### src/rtl/wishbone_classic_arbiter.sv
// Round-robin arbiter sharing one Wishbone classic device among NUM_CTRL controllers,
// with a per-transfer wait-state watchdog that aborts a stalled strobe with an error.
module wishbone_classic_arbiter #(
  parameter int NUM_CTRL  = 4,
  parameter int DAT_WIDTH = 8,
  parameter int ADR_WIDTH = 16,
  parameter int TIMEOUT   = 16,
  localparam int SEL_WIDTH = DAT_WIDTH / 8
) (
  input  logic                          clk_i,
  input  logic                          rst_i,
  input  logic [NUM_CTRL-1:0]           c_cyc_i,
  input  logic [NUM_CTRL-1:0]           c_stb_i,
  input  logic [NUM_CTRL-1:0]           c_we_i,
  input  logic [NUM_CTRL*ADR_WIDTH-1:0] c_adr_i,
  input  logic [NUM_CTRL*DAT_WIDTH-1:0] c_dat_i,
  input  logic [NUM_CTRL*SEL_WIDTH-1:0] c_sel_i,
  output logic [NUM_CTRL-1:0]           c_ack_o,
  output logic [NUM_CTRL-1:0]           c_err_o,
  output logic [NUM_CTRL-1:0]           c_rty_o,
  output logic [DAT_WIDTH-1:0]          c_dat_o,
  output logic                          d_cyc_o,
  output logic                          d_stb_o,
  output logic                          d_we_o,
  output logic [ADR_WIDTH-1:0]          d_adr_o,
  output logic [DAT_WIDTH-1:0]          d_dat_o,
  output logic [SEL_WIDTH-1:0]          d_sel_o,
  input  logic                          d_ack_i,
  input  logic                          d_err_i,
  input  logic                          d_rty_i,
  input  logic [DAT_WIDTH-1:0]          d_dat_i,
  output logic [NUM_CTRL-1:0]           grant_o
);

  localparam int IDX_W = $clog2(NUM_CTRL);
  localparam int CNT_W = (TIMEOUT > 0) ? $clog2(TIMEOUT + 1) : 1;

  typedef enum logic {IDLE, BUSY} state_t;

  state_t               state;
  logic [IDX_W-1:0]     gnt;
  logic [IDX_W-1:0]     last;
  logic [IDX_W-1:0]     pick;
  logic [NUM_CTRL-1:0]  pick_oh;
  logic [CNT_W-1:0]     cnt;

  logic                 own_cyc;
  logic                 own_stb_in;
  logic                 own_we;
  logic [ADR_WIDTH-1:0] own_adr;
  logic [DAT_WIDTH-1:0] own_dat;
  logic [SEL_WIDTH-1:0] own_sel;

  logic busy;
  logic own_stb;
  logic d_resp;
  logic abort;

  // First requester strictly after lst, wrapping; scanning downward leaves the nearest one.
  function automatic logic [IDX_W-1:0] rr_pick(input logic [NUM_CTRL-1:0] req,
                                                input logic [IDX_W-1:0]    lst);
    logic [IDX_W-1:0] sel;
    logic [IDX_W-1:0] cand;
    int               idx;
    sel = lst;
    for (int i = NUM_CTRL; i >= 1; i--) begin
      idx  = (int'(lst) + i) % NUM_CTRL;
      cand = IDX_W'(idx);
      if (req[cand]) sel = cand;
    end
    return sel;
  endfunction

  always_comb begin
    own_cyc    = 1'b0;
    own_stb_in = 1'b0;
    own_we     = 1'b0;
    own_adr    = '0;
    own_dat    = '0;
    own_sel    = '0;
    for (int k = 0; k < NUM_CTRL; k++) begin
      if (gnt == IDX_W'(k)) begin
        own_cyc    = c_cyc_i[k];
        own_stb_in = c_stb_i[k];
        own_we     = c_we_i[k];
        own_adr    = c_adr_i[k*ADR_WIDTH +: ADR_WIDTH];
        own_dat    = c_dat_i[k*DAT_WIDTH +: DAT_WIDTH];
        own_sel    = c_sel_i[k*SEL_WIDTH +: SEL_WIDTH];
      end
    end
  end

  assign busy    = (state == BUSY);
  assign own_stb = busy & own_cyc & own_stb_in;
  assign d_resp  = d_ack_i | d_err_i | d_rty_i;
  // A real device response on the limit cycle wins over the watchdog.
  assign abort   = (TIMEOUT > 0) && own_stb && !d_resp && (cnt == CNT_W'(TIMEOUT));
  assign pick    = rr_pick(c_cyc_i, last);
  assign pick_oh = NUM_CTRL'(1) << pick;

  assign d_cyc_o = busy & own_cyc & ~abort;
  assign d_stb_o = own_stb & ~abort;
  assign d_we_o  = busy & own_we;
  assign d_adr_o = busy ? own_adr : '0;
  assign d_dat_o = busy ? own_dat : '0;
  assign d_sel_o = busy ? own_sel : '0;
  assign c_dat_o = d_dat_i;

  assign c_ack_o = {NUM_CTRL{own_stb & d_ack_i}} & grant_o;
  assign c_err_o = {NUM_CTRL{own_stb & ~d_ack_i & (d_err_i | abort)}} & grant_o;
  assign c_rty_o = {NUM_CTRL{own_stb & ~d_ack_i & ~d_err_i & d_rty_i}} & grant_o;

  always_ff @(posedge clk_i or negedge rst_i) begin
    if (!rst_i) begin
      state   <= IDLE;
      gnt     <= '0;
      last    <= IDX_W'(NUM_CTRL - 1);
      cnt     <= '0;
      grant_o <= '0;
    end else begin
      case (state)
        IDLE: begin
          cnt <= '0;
          if (|c_cyc_i) begin
            gnt     <= pick;
            grant_o <= pick_oh;
            state   <= BUSY;
          end
        end
        BUSY: begin
          if (!own_cyc) begin
            last    <= gnt;
            grant_o <= '0;
            cnt     <= '0;
            state   <= IDLE;
          end else if ((TIMEOUT > 0) && own_stb && !d_resp && !abort) begin
            cnt <= cnt + CNT_W'(1);
          end else begin
            cnt <= '0;
          end
        end
        default: state <= IDLE;
      endcase
    end
  end

endmodule

### config.mk
export PLATFORM = sky130hd
export DESIGN_NAME = wishbone_classic_arbiter
export DESIGN_NICKNAME = d
export VERILOG_FILES = /design/src/rtl/wishbone_classic_arbiter.sv
export SDC_FILE = /design/constraint.sdc
export NUM_CORES = 1
export LEC_CHECK = 0
export ABC_AREA = 0
export ABC_CLOCK_PERIOD_IN_PS = 3800
export CAP_MARGIN = 30
export CORE_AREA = 2 2 77 79
export CTS_CLUSTER_SIZE = 14
export DETAILED_ROUTE_END_ITERATION = 7
export DIE_AREA = 0 0 79 81
export PLACE_DENSITY = 0.84
export SLEW_MARGIN = 40
export SYNTH_ARGS = -nofsm -noshare
export SYNTH_HDL_FRONTEND = slang
export SYNTH_SLANG_ARGS = --single-unit
### constraint.sdc
create_clock -name clk_i -period 3.8 [get_ports clk_i]
set_input_delay 0.76 -clock clk_i [delete_from_list [all_inputs] [get_ports clk_i]]
set_output_delay 0.76 -clock clk_i [all_outputs]
set_load 0.01 [all_outputs]
==> impl_summary.log, run 1 <==
INFO  metric hold_violations = 0
INFO  metric seqCellArea = 354 sq um
INFO  metric routed-via-count = 1920
INFO  metric h_tree_level_count = 1
INFO  metric holdBufCountCts = 0
INFO  metric synth_warnings = 0
INFO  metric synth_cell_types = 36
INFO  metric arrival = 2.83 ns
INFO  metric route.detailed.vias_per_inst = 4.99
INFO  metric count_of_input_and_output_buffers = 160
INFO  metric chipHeight = 81 um
INFO  metric power_frac_comb = 78.0%
INFO  metric main_combinational_cell_family_by_area_after_synthesis = multiplexers
INFO  metric floorplan.die_area = 6400 sq um
INFO  metric post_synth_fa_ha_maj_area_fraction = 1.43%
INFO  metric die_w = 79 um
INFO  metric grt_overflow = 0
INFO  metric total_power_consumption = 0.00182 W
INFO  metric timing.critical_path.fanout_max = 4
INFO  metric drtAntennaViolNets = 0
INFO  metric cts.root.buffer_cell = sky130_fd_sc_hd__clkbuf_8
INFO  metric post_cts_resize_count = 0
INFO  metric power.switching_fraction = 37.1%
INFO  metric globalRouteTotalUtil = 20.5%
INFO  metric p_int = 0.00114 W
INFO  metric setup_tns = 0 ns
INFO  metric core_area = 5680 sq um
INFO  metric route.detailed.drc = 0
INFO  metric post_route_cells_drive_above_1_share = 14.5%
INFO  metric totalWireLength = 6840 um
INFO  metric timing.critical_path.to_type = primary output
INFO  metric power.ir.vdd_worst = 396 uV
INFO  metric clk_pin_slew = 0.06 ns
INFO  metric power.clock.fraction = 8.0%
INFO  metric drtPass1Iterations = 4
INFO  metric power_switching = 0.000674 W
INFO  metric async_sr_flop_fraction = 100%
INFO  metric critPathLaunchType = input port
INFO  metric max_freq = 278 MHz
INFO  metric report.final.slew_viol_count = 0
INFO  metric pwr-share-seq = 14.1%
INFO  metric postSynthCellCount = 157
INFO  metric multi_input_comb_area = 1260 sq um
INFO  metric fin_worst_skew = 0.00164 ns
INFO  metric post_synth_instance_area = 1750 sq um
INFO  metric n_antenna_cell = 0
INFO  metric yosys-mux-area-fraction = 38.1%
INFO  metric synth_top_area_share = 36.1%
INFO  metric post-cts-setup-buffers = 0
INFO  metric synth.ff_latch_count = 14
INFO  metric synth-compound-area-share = 6.81%
INFO  metric antenna_violations_before_repair = 0
INFO  metric seq_area_frac_synth = 20.2%
INFO  metric cellPowerDensity = 529 nW/um^2
INFO  metric dp.final_hpwl = 5670 um
INFO  metric yosysTopAreaCell = sky130_fd_sc_hd__mux4_2
INFO  metric drv.max_cap_violation_count = 0
INFO  metric period_share = 94.5%
INFO  metric numCtsBuffers = 3
INFO  metric final_nets = 438
INFO  metric number_of_enable_type_register_cells_in_the_synthesized_netlist = 0
INFO  metric synth.avg_cell_area = 11.1 sq um
INFO  metric grt_start_max_net_pins = 31
INFO  metric grt_pass1_wl = 10300 um
INFO  metric post_synthesis_xor_xnor_area_fraction = 1.51%
INFO  metric postLayoutCoreUtil = 60.6%
INFO  metric effective_utilization_at_floorplan = 30.8%
INFO  metric layout_min_cycle_time = 3.59 ns
INFO  metric synth_simple_gate_area_share = 24.2%
INFO  metric clock_insertion_delay_worst_skew = 0.25 ns
INFO  metric synthesis.nets = 284
INFO  metric timing_worst_setup_path_type = in -> out
INFO  metric filler_cell_count = 492
INFO  metric setup_repair_after_global_routing_missed_its_margin = false
INFO  metric synthToLayoutAreaGrowth = 96.9%
INFO  metric cts_buffer_depth = 2
INFO  metric setup_viol = 0
INFO  metric total_leakage_power = 1.31 nW
INFO  metric design.portCount = 177
INFO  metric cts_tree = built
INFO  metric worst_ep_required_time = 3.04 ns
INFO  metric slew-limit-headroom = 57.5%
INFO  metric grt_pass1_vias = 2115
INFO  metric initialDrtViolationCount = 47
INFO  metric place.gp.congestion = 0.763
INFO  metric min-delay-path-class = reg -> reg
INFO  metric avgRoutedWirePerCell = 17.8 um
INFO  metric synthFlopType = sky130_fd_sc_hd__dfrtp_1
INFO  metric final_hold_slack = 0.506 ns
INFO  metric rows = 28
INFO  metric clkSinkCount = 14
INFO  metric status = completed
INFO  metric worstMarginPinSlew = 0.635 ns
INFO  metric netlist_top_cells_area = sky130_fd_sc_hd__mux4_2 36%, sky130_fd_sc_hd__dfrtp_1 17%, sky130_fd_sc_hd__and2_1 12%
cells in the mapped netlist (2+ instances only):
master and n:
sky130_fd_sc_hd__a21o_1 2, sky130_fd_sc_hd__a21oi_1 3, sky130_fd_sc_hd__a32o_1 5, sky130_fd_sc_hd__and2_1 34, sky130_fd_sc_hd__and3_1 3, sky130_fd_sc_hd__and4_1 4, sky130_fd_sc_hd__buf_2 3, sky130_fd_sc_hd__buf_4 10
sky130_fd_sc_hd__clkbuf_1 4, sky130_fd_sc_hd__dfrtp_1 12, sky130_fd_sc_hd__dfstp_2 2, sky130_fd_sc_hd__ha_1 2, sky130_fd_sc_hd__inv_1 4, sky130_fd_sc_hd__mux2i_1 2, sky130_fd_sc_hd__mux4_2 28, sky130_fd_sc_hd__nand2_1 6
sky130_fd_sc_hd__nand2b_1 2, sky130_fd_sc_hd__nand3_1 2, sky130_fd_sc_hd__nor2_1 8, sky130_fd_sc_hd__nor3_1 3, sky130_fd_sc_hd__nor4_1 2, sky130_fd_sc_hd__xor2_1 2
layer usage:
| metal | GRT usage (%) | wire (um) | vias up |
|---|---|---|---|
| met1 | 21.9 | 2440 | 921 |
| met2 | 40.3 | 3690 | 93 |
| met3 | 5.00 | 642 | 8 |
| li1 | - | - | 898 |
| met4 | 5.17 | 72 | 0 |
| met5 | 0 | 0 | - |
cells in the final DEF, fill, tap and decap left out, drive strengths merged, types with 3 or more instances in the layout:
cell	count
a21oi	3
nor2	8
clkdlybuf4s50	160
and3	3
inv	4
nand2	6
and2	34
clkbuf	4
dfrtp	12
a32o	5
buf	8
mux4	28
nor3	3
and4	4
registers in the layout (all words and copies together), names as in the netlist:
name,count
cnt,5
grant_o,4
gnt,2
last,2
busy,1
area by class of cell:
class | instances | area share (%)
Clock buffer | 4 | 1.60
Tap cell | 75 | 2.73
Inverter | 4 | 0.437
Timing Repair Buffer | 168 | 48.3
Sequential cell | 14 | 10.3
Multi-Input combinational cell | 120 | 36.6
logic make-up after synthesis:
kind of cell	Yosys count
compound gates	13
mux	31
simple gates	71
fa+ha+maj	2
buf+inv	23
xor+xnor	3
flops	14
through the flow:
step	cells	cell area (sq um)	setup WS, ns
2_1_floorplan	157	1750	1.35
3_3_place_gp	381	3380	0.288
3_5_place_dp	381	3380	0.194
4_1_cts	385	3440	0.178
5_1_grt	385	3440	0.0771
6_report	385	3440	0.208
path summary, 6_finish.rpt:
check	start	endpoint	slack, ns	depth (start not counted)
max	c_cyc_i[2]	c_err_o[2]	0.21	6
min	cnt[0]	cnt[0]	0.51	1
max reg2reg	gnt[0]	grant_o[2]	2.03	3
min reg2reg	cnt[0]	cnt[0]	0.51	1
max in group asynchronous	rst_i	gnt[0]	2.45	1
min in group asynchronous	rst_i	cnt[0]	0.91	1
critical path: stages:
cell,delay [ns]
sky130_fd_sc_hd__clkdlybuf4s50_1,0.49
sky130_fd_sc_hd__mux4_2,0.30
sky130_fd_sc_hd__nand2_1,0.10
sky130_fd_sc_hd__nor4_1,0.44
sky130_fd_sc_hd__and2_1,0.21
sky130_fd_sc_hd__clkdlybuf4s50_1,0.54
power by group through the flow:
stage               logic [W]  registers [W]  clock network, W
CTS                   0.00144       0.000257          0.000148
floorplan            0.000832       0.000235                 0
global route          0.00153       0.000265          0.000153
detailed placement    0.00143       0.000260                 0
global placement      0.00141       0.000257                 0
finish                0.00142       0.000256          0.000144
No activity file was read; power rests on OpenSTA's default activity.
==> run 2, diff against run 1 <==
--- a/config.mk
+++ b/config.mk
@@ -9,9 +9,11 @@
 export ABC_CLOCK_PERIOD_IN_PS = 3800
 export CAP_MARGIN = 30
 export CORE_AREA = 2 2 77 79
+export CTS_CLUSTER_DIAMETER = 40
 export CTS_CLUSTER_SIZE = 14
 export DETAILED_ROUTE_END_ITERATION = 7
 export DIE_AREA = 0 0 79 81
+export GPL_TIMING_DRIVEN = 0
 export PLACE_DENSITY = 0.84
 export SLEW_MARGIN = 40
 export SYNTH_ARGS = -nofsm -noshare
==> run 2 against run 1 <==
Critical path depth unchanged. Total power up 1.9%. Combinational power up 4%. Via count up 5.2%. Critical endpoint unchanged.
==> impl_summary.log, run 2 (synthesis results as in run 1) <==
INFO  metric status = completed
INFO  metric holdBufCountCts = 0 (unchanged)
INFO  metric largest_register_ff_count = 5 (unchanged)
INFO  metric grt_start_max_net_pins = 15 (-52%)
INFO  metric avgRoutedWirePerCell = 17.3 um (-2.9%)
INFO  metric drv.max_cap_violation_count = 0 (unchanged)
INFO  metric max_freq = 274 MHz (-1.6%)
INFO  metric grt_pass1_wl = 10000 um (-2.9%)
INFO  metric slew-limit-headroom = 58.0% (+0.51 points)
INFO  metric hold_violations = 0 (unchanged)
INFO  metric totalWireLength = 6970 um (+1.8%)
INFO  metric dp.final_hpwl = 5840 um (+3.0%)
INFO  metric n_antenna_cell = 0 (unchanged)
INFO  metric setup_repair_after_global_routing_missed_its_margin = false
INFO  metric rows = 28 (unchanged)
INFO  metric p_int = 0.00115 W (+0.79%)
INFO  metric final_hold_slack = 0.494 ns (-0.0117 ns)
INFO  metric timing.critical_path.to_type = primary output
INFO  metric design_area = 3570 sq um (+3.9%)
INFO  metric synthToLayoutAreaGrowth = 105%
INFO  metric count_of_input_and_output_buffers = 168 (+5.0%)
INFO  metric core_area = 5680 sq um (unchanged)
INFO  metric routed-via-count = 2020 (+5.2%)
INFO  metric post_route_cells_drive_above_1_share = 15.2% (+0.68 points)
INFO  metric worstMarginPinSlew = 0.628 ns (-0.00760 ns)
INFO  metric power_switching = 0.000700 W (+3.8%)
INFO  metric r2r_cells = 5 (+2)
INFO  metric drtPass1Iterations = 4 (unchanged)
INFO  metric cpMostUsedCell = sky130_fd_sc_hd__clkdlybuf4s50_1
INFO  metric final_nets = 457 (+4.3%)
INFO  metric min-delay-path-class = reg -> reg
INFO  metric power.clock.fraction = 7.0% (-1.0 points)
INFO  metric period_share = 96.1% (+1.6 points)
INFO  metric dp_slack = -0.0289 ns (-0.223 ns)
INFO  metric most_common_library_cell_in_the_layout_ignoring_fill_and_taps = sky130_fd_sc_hd__clkdlybuf4s50_1
INFO  metric crit_path_top_delay_cell = sky130_fd_sc_hd__clkdlybuf4s50_1
INFO  metric grt_pass1_vias = 2108 (-0.33%)
INFO  metric power.ir.vdd_worst = 294 uV (-26%)
INFO  metric timing.hold.worst_path_depth = 1 (unchanged)
INFO  metric top_regs = cnt: 5 flops, grant_o: 4 flops
INFO  metric critPathLaunchType = input port
INFO  metric cellPowerDensity = 518 nW/um^2 (-2.0%)
INFO  metric total_leakage_power = 1.37 nW (+4.7%)
INFO  metric pwr-share-seq = 13.2% (-0.9 points)
INFO  metric placement.cell_area = 3520 sq um (+4.1%)
INFO  metric die_w = 79 um (unchanged)
INFO  metric timing.critical_path.fanout_max = 7 (+3)
INFO  metric report.final.slew_viol_count = 0 (unchanged)
INFO  metric effective_utilization_at_floorplan = 30.8% (unchanged)
INFO  metric clock_insertion_delay_worst_skew = 0.24 ns (about the same)
INFO  metric numCtsBuffers = 3 (unchanged)
INFO  metric clk_pin_slew = 0.06 ns (about the same)
INFO  metric power_frac_comb = 79.8% (+1.8 points)
INFO  metric cts.root.buffer_cell = sky130_fd_sc_hd__clkbuf_8
INFO  metric crit_path_cell_chain = clkdlybuf4s50_1, mux4_2, nand2_1, nor4_2, and2_1, clkdlybuf4s50_1
INFO  metric top_register = cnt
INFO  metric initialDrtViolationCount = 46 (-2.1%)
INFO  metric fin_worst_skew = 0.000901 ns (-0.000741 ns)
INFO  metric cts_tree = built
INFO  metric antenna_violations_before_repair = 0 (unchanged)
INFO  metric multi_input_comb_area = 1260 sq um (+0.50%)
INFO  metric h_tree_level_count = 1 (unchanged)
INFO  metric drtAntennaViolNets = 0 (unchanged)
INFO  metric design.portCount = 177 (unchanged)
INFO  metric setup_viol = 0 (unchanged)
INFO  metric cts_buffer_depth = 2 (unchanged)
INFO  metric cp_slowest_stage_delay = 0.65 ns (+0.11 ns)
INFO  metric grt_overflow = 0 (unchanged)
INFO  metric place.gp.congestion = 0.762 (about the same)
INFO  metric route.detailed.vias_per_inst = 5.00 (+0.26%)
INFO  metric arrival = 2.89 ns (+0.06 ns)
INFO  metric power.switching_fraction = 37.8% (+0.69 points)
INFO  metric final.setup.worst_slack = 0.148 ns (-0.0597 ns)
INFO  metric filler_cell_count = 473 (-3.9%)
INFO  metric route.detailed.drc = 0 (unchanged)
INFO  metric setup.reg_to_reg.worst_slack = 2.03 ns (about the same)
INFO  metric globalRouteTotalUtil = 20.1% (-0.38 points)
INFO  metric timing_worst_setup_path_type = in -> out
INFO  metric layout_min_cycle_time = 3.65 ns (+0.0597 ns)
INFO  metric worst_ep_required_time = 3.04 ns (about the same)
INFO  metric seqCellArea = 353 sq um (-0.35%)
INFO  metric chipHeight = 81 um (unchanged)
INFO  metric floorplan.die_area = 6400 sq um (unchanged)
INFO  metric clkSinkCount = 14 (unchanged)
INFO  metric commonest_cells_after_routing_fill_and_taps_aside = 168 x sky130_fd_sc_hd__clkdlybuf4s50_1, 34 x sky130_fd_sc_hd__and2_1, 28 x sky130_fd_sc_hd__mux4_2
## run 2: layer usage
layer	global-route usage, %	vias to the layer above	wire length, um
li1	-	937	-
met1	22.8	977	2650
met2	38.6	98	3660
met3	4.78	8	618
met4	3.97	0	43
met5	0	-	0
## run 2: final timing paths
check,start,endpoint
min reg2reg,cnt[0],cnt[0]
min in group asynchronous,rst_i,cnt[0]
max,c_cyc_i[3],c_err_o[2]
max reg2reg,last[1],grant_o[1]
max in group asynchronous,rst_i,grant_o[1]
min,cnt[0],cnt[0]
## run 2: metrics by stage
step | cells | utilization [%] | setup TNS, ns | power (W)
floorplan | 157 | - | 0 | 0.00107
global placement | 400 | 62.0 | 0 | 0.00171
detailed placement | 400 | 62.0 | -0.0508 | 0.00174
CTS | 404 | 62.9 | 0 | 0.00188
global route | 404 | 62.9 | 0 | 0.00197
finish | 404 | 62.9 | 0 | 0.00185
## run 2: power groups by stage
stage          Sequential [W]  Combinational (W)  Clock [W]
3_3_place_gp         0.000244            0.00146          0
4_1_cts              0.000246            0.00150   0.000132
3_5_place_dp         0.000248            0.00149          0
2_1_floorplan        0.000235           0.000832          0
5_1_grt              0.000254            0.00158   0.000137
6_report             0.000244            0.00148   0.000130
## run 2: cell type report
class,instances,share of cell area [%]
plain buffers,19,3.36
repair buffers,168,47.1
clock buffers,4,1.26
multi-input cells,120,35.4
well taps,75,2.63
inverters,4,0.420
flip-flops and latches,14,9.88
## run 2: repair_timing
item / in CTS / in global routing
resized for setup: 1 / 0
hold endpoints to repair: 0 / 0
setup endpoints to repair: 4 / 0
setup buffers: 0 / 0
## run 2: critical path, delay by kind of cell
kind,cells,cell delay [ns]
muxes,1,0.33
and+or+nand+nor,3,0.61
buffers and inverters,2,1.19
